==> config.mk <==
export PLATFORM = sky130hd
export DESIGN_NAME = instr_encoder
export DESIGN_NICKNAME = d
export VERILOG_FILES = /design/src/rtl/instr_encoder.sv
export SDC_FILE = /design/constraint.sdc
export NUM_CORES = 1
export LEC_CHECK = 0
export CAP_MARGIN = 5
export CORE_ASPECT_RATIO = 0.9
export CORE_UTILIZATION = 47
export CTS_CLUSTER_DIAMETER = 40
export DETAILED_ROUTE_END_ITERATION = 10
export HOLD_SLACK_MARGIN = 0.12
export PLACE_DENSITY = 0.95
export SLEW_MARGIN = 10
export SYNTH_ARGS = -nofsm -noshare
export SYNTH_HDL_FRONTEND = slang
export SYNTH_SLANG_ARGS = --single-unit
==> constraint.sdc <==
create_clock -name clk -period 2.6 [get_ports clk]
set_input_delay 0.39 -clock clk [delete_from_list [all_inputs] [get_ports clk]]
set_output_delay 0.39 -clock clk [all_outputs]
set_load 0.01 [all_outputs]
==> src/rtl/instr_encoder.sv <==
// SLC-3 field-to-word encoder and program-memory writer.
// States: IDLE (accepting bundles / pointer loads) | WRITE (mem_we held until ack or timeout).
module instr_encoder #(
  parameter int ADDR_W      = 16,
  parameter int ACK_TIMEOUT = 15
) (
  input  logic              clk,
  input  logic              reset,
  input  logic              in_valid,
  output logic              in_ready,
  input  logic [3:0]        opcode,
  input  logic [2:0]        dest,
  input  logic [2:0]        src1,
  input  logic [2:0]        src2,
  input  logic              imm5_sel,
  input  logic [4:0]        imm5,
  input  logic              jsr_sel,
  input  logic [5:0]        offset6,
  input  logic [8:0]        offset9,
  input  logic [10:0]       offset11,
  input  logic [11:0]       ledVect12,
  input  logic              addr_load,
  input  logic [ADDR_W-1:0] addr_in,
  input  logic              clear_err,
  output logic              mem_we,
  output logic [ADDR_W-1:0] mem_addr,
  output logic [15:0]       mem_data,
  input  logic              mem_ack,
  output logic [15:0]       word_count,
  output logic              timeout_err,
  output logic              busy
);
  localparam int TW = (ACK_TIMEOUT < 2) ? 1 : $clog2(ACK_TIMEOUT);

  typedef enum logic {S_IDLE, S_WRITE} state_t;

  state_t            state_q;
  logic [ADDR_W-1:0] ptr_q;
  logic [15:0]       data_q;
  logic [15:0]       count_q;
  logic              err_q;
  logic [TW-1:0]     tmr_q;
  logic [15:0]       enc_d;
  logic              timeout;

  always_comb begin
    enc_d = 16'h0000;
    case (opcode)
      4'b0001, 4'b0101: enc_d = imm5_sel ? {opcode, dest, src1, 1'b1, imm5}
                                         : {opcode, dest, src1, 3'b000, src2};
      4'b1001: enc_d = {opcode, dest, src1, 6'b111111};
      4'b0000, 4'b0010, 4'b0011, 4'b1010, 4'b1011, 4'b1110:
               enc_d = {opcode, dest, offset9};
      4'b0110, 4'b0111: enc_d = {opcode, dest, src1, offset6};
      4'b1100: enc_d = {opcode, 3'b000, src1, 6'b000000};
      4'b0100: enc_d = jsr_sel ? {opcode, 1'b1, offset11}
                               : {opcode, 3'b000, src1, 6'b000000};
      4'b1000: enc_d = 16'h8000;
      4'b1101: enc_d = {opcode, ledVect12};
      4'b1111: enc_d = {opcode, 4'b0000, offset9[7:0]};
      default: enc_d = 16'h0000;
    endcase
  end

  // An ack on the expiry edge takes priority, so timeout requires no ack.
  assign timeout = (state_q == S_WRITE) && !mem_ack && (tmr_q == '0);

  always_ff @(posedge clk or posedge reset) begin
    if (reset) begin
      state_q <= S_IDLE;
      ptr_q   <= '0;
      data_q  <= 16'h0000;
      count_q <= 16'h0000;
      err_q   <= 1'b0;
      tmr_q   <= '0;
    end else begin
      case (state_q)
        S_IDLE: begin
          if (addr_load) begin
            ptr_q <= addr_in;
          end else if (in_valid) begin
            data_q  <= enc_d;
            tmr_q   <= TW'(ACK_TIMEOUT - 1);
            state_q <= S_WRITE;
          end
        end
        S_WRITE: begin
          if (mem_ack) begin
            ptr_q   <= ptr_q + ADDR_W'(1);
            count_q <= (count_q == 16'hFFFF) ? count_q : count_q + 16'd1;
            state_q <= S_IDLE;
          end else if (tmr_q == '0) begin
            state_q <= S_IDLE;
          end else begin
            tmr_q <= tmr_q - TW'(1);
          end
        end
        default: state_q <= S_IDLE;
      endcase

      if (timeout)        err_q <= 1'b1;
      else if (clear_err) err_q <= 1'b0;
    end
  end

  assign in_ready    = (state_q == S_IDLE) && !addr_load;
  assign mem_we      = (state_q == S_WRITE);
  assign busy        = (state_q == S_WRITE);
  assign mem_addr    = ptr_q;
  assign mem_data    = data_q;
  assign word_count  = count_q;
  assign timeout_err = err_q;
endmodule
==> impl_metrics.tcl <==
set metrics [dict create \
    first_global_vias 3193 \
    cts_buffer_depth 2 \
    path_cells "nor2_1 -> clkdlybuf4s50_1" \
    grt_pass1_wl_mm 14.6 \
    start_util_pct 49.1 \
    status "finished clean" \
    drc 0 \
    critPathLaunch "busy$_DFF_PP0_" \
    reg2reg_slack_ns 0.68 \
    vias 3403 \
    p_per_area_nw_per_um2 573 \
    total_power_mw 2.71 \
    cp_slowest_cell "dfrtp_1" \
    die_y_microns 80.9 \
    finalSetupTns_ns 0 \
    finalSetupViolCount 0 \
    placed_area_sq_um 4640 \
    worst_pin_slew_ns 0.699 \
    critPathBufInv 1 \
    synth_area_per_cell_sq_um 8.84 \
    crit_type "reg -> out" \
    ir_drop_v 0.000276 \
    cts-root-buf "clkbuf_8" \
    ys_warn_count 0 \
    numCtsBuffers 5 \
    power.leakage_nw 1.89 \
    cts_htree_levels 2 \
    ys.flop_type "dfrtp_1" \
    hp-start "mem_data[12]$_DFFE_PP0P_" \
    synth_cells 368 \
    track_usage_pct 26.0 \
    startpoint_type "register" \
    path_max_fanout 21 \
    crit_path_end_kind "output port" \
    finClkSkew_ns 0.00650 \
    dp_hpwl_mm 6.90 \
    synth_area_sq_um 3250 \
    max-cap-violations 0 \
    postCtsHoldBufs 0 \
    viasPerCell 5.84 \
    synth_fp_nets 451 \
    multiInputGateArea_sq_um 1760 \
    die_w_microns 89.7 \
    rsz0062_at_grt "false" \
    core_area_sq_um 6620 \
    crit_path_max_incr_delay_ns 0.61 \
    cts_tree "done" \
    finalHoldViolCount 0 \
    ys_ff_latch 54 \
    die_area_sq_um 7260 \
    fmax_mhz 455 \
    clk_pin_slew_ns 0.10 \
    regArea_sq_um 1350 \
    firstDrtPassIters 5 \
    wire_per_inst_microns 15.8 \
    synth_edf_count 0 \
    grt_antenna_before_repair 0 \
    required_ns 2.21 \
    drt_iter0_markers 178 \
    max_slew_margin_pct 53.4 \
    synthArstFlopShare_pct 100 \
    grt_max_degree 55 \
    nets 575 \
    period_minus_slack_ns 2.20 \
    synth_cell_types 51 \
    n_fill_cell 490 \
    hold_class "reg -> reg" \
    mostFrequentLayoutCell "clkdlybuf4s50_1" \
    portBuffers 131 \
    place_congestion 0.859 \
    syn2layout_area_growth_pct 45.5 \
    cp_top_family "flip-flops" \
    post_cts_buffers 0 \
    timing.final.crit_share_pct 84.5 \
    crit_arrival_ns 1.81 \
    cts_resized 0 \
    cts_sinks 54 \
    io_pins 132 \
    ant_nets 0 \
    layout-drive-gt1-share_pct 5.88 \
    finalInstanceArea_sq_um 4730 \
    final_cell_mix "clkdlybuf4s50_1 (131), dfrtp_1 (54), a21oi_1 (36), nand2_1 (31), nor2_1 (24)" \
    clock_latency_ns 0.30 \
    finalMaxSlewViolations 0 \
    grt.overflow.total 0 \
    r2r_start "busy$_DFF_PP0_" \
    rows 28 \
    n_antenna_cell 0 \
    routed_wl_mm 9.20 \
    synth-seq-area-share_pct 41.6 \
]
stage by stage:
stage | worst slack (ns) | cells | hold WS [ns] | utilization, %
2_1_floorplan | 0.895 | 368 | 0.482 | -
3_3_place_gp | 0.426 | 575 | 0.461 | 70.1
3_5_place_dp | 0.347 | 575 | 0.470 | 70.1
4_1_cts | 0.367 | 583 | 0.494 | 71.4
5_1_grt | 0.297 | 583 | 0.530 | 71.4
6_report | 0.402 | 583 | 0.487 | 71.4
kinds of logic (layout without fill, tap and decap cells):
logic type	Yosys count	count (layout)	share of synthesized area (%)
DFF	54	54	41.6
xor gates and xnor gates	17	17	4.58
buffers and inverters	32	157	4.23
muxes	8	8	2.65
adders and majority gates	3	3	1.15
and+or+nand+nor	149	149	25.0
AOI/OAI and AO/OA	105	105	20.8
cell type report:
| type | instances | share of cell area, % |
|---|---|---|
| well taps | 90 | 2.38 |
| clock buffers | 7 | 1.82 |
| multi-input cells | 282 | 37.3 |
| flip-flops and latches | 54 | 28.6 |
| repair buffers | 140 | 29.1 |
| inverters | 9 | 0.714 |
| clock inverters | 1 | 0.106 |
path summary, 6_finish.rpt:
| path | to | cells after the start |
|---|---|---|
| min in group asynchronous | word_count[4]$_DFFE_PP0P_ | 3 |
| min | mem_data[12]$_DFFE_PP0P_ | 2 |
| max | in_ready | 2 |
| max reg2reg | mem_addr[4]$_DFFE_PP0P_ | 5 |
| max in group asynchronous | mem_addr[2]$_DFFE_PP0P_ | 3 |
| min reg2reg | mem_data[12]$_DFFE_PP0P_ | 2 |
report_power, final:
| part | internal [mW] | switching [mW] | leakage, nW | total, mW |
|---|---|---|---|---|
| Combinational | 0.569 | 0.436 | 1.19 | 1.00 |
| Clock | 0.216 | 0.270 | 0.0482 | 0.486 |
| Sequential | 1.00 | 0.216 | 0.654 | 1.22 |
cells in the mapped netlist (3+ instances only):
cell type,number,share of area (%)
dfrtp_1,54,42
a21oi_1,36,5.5
nand2_1,31,3.6
nor2_1,24,2.8
nand3_1,22,3.4
o21ai_0,15,2.3
nor2b_1,14,2.7
xor2_1,12,3.2
nor3_1,11,1.7
a31oi_1,10,1.9
clkbuf_1,10,1.2
nand4_1,10,1.9
a211oi_1,9,2.1
and3_1,9,1.7
inv_1,9,1.0
buf_2,8,1.2
and4_1,6,1.6
nand2b_1,6,1.2
a221oi_1,5,1.3
mux2_2,5,1.7
xnor2_1,5,1.3
o31ai_1,4,0.92
a2111oi_0,3,0.81
a22oi_1,3,0.69
and4b_1,3,0.92
buf_1,3,0.35
ha_1,3,1.2
mux2i_1,3,0.92
o22ai_1,3,0.58
registers in the layout, summed over array words and instances, names as in the netlist:
name,count
mem_addr,16
mem_data,16
word_count,16
tmr_q,4
busy,1
timeout_err,1
worst reg2reg max path, delay by kind of cell (launching register included):
family | cells | cell delay, ns
AO/OA/AOI/OAI | 2 | 0.24
buffers and inverters | 1 | 0.31
flip-flops | 1 | 0.74
multiplexers | 1 | 0.45
AND/OR/NAND/NOR | 1 | 0.11
metal layers:
metal  share of wire (%)  track usage [%]  vias up  wire length (microns)
li1                    -                -     1620                      -
met1                  42             32.9     1618                   3890
met2                  50             43.9      145                   4590
met3                 6.0             5.49       20                    548
met4                 1.9             9.05        0                    172
met5                   0                0        -                      0
Power figures use the tool's default switching activity.
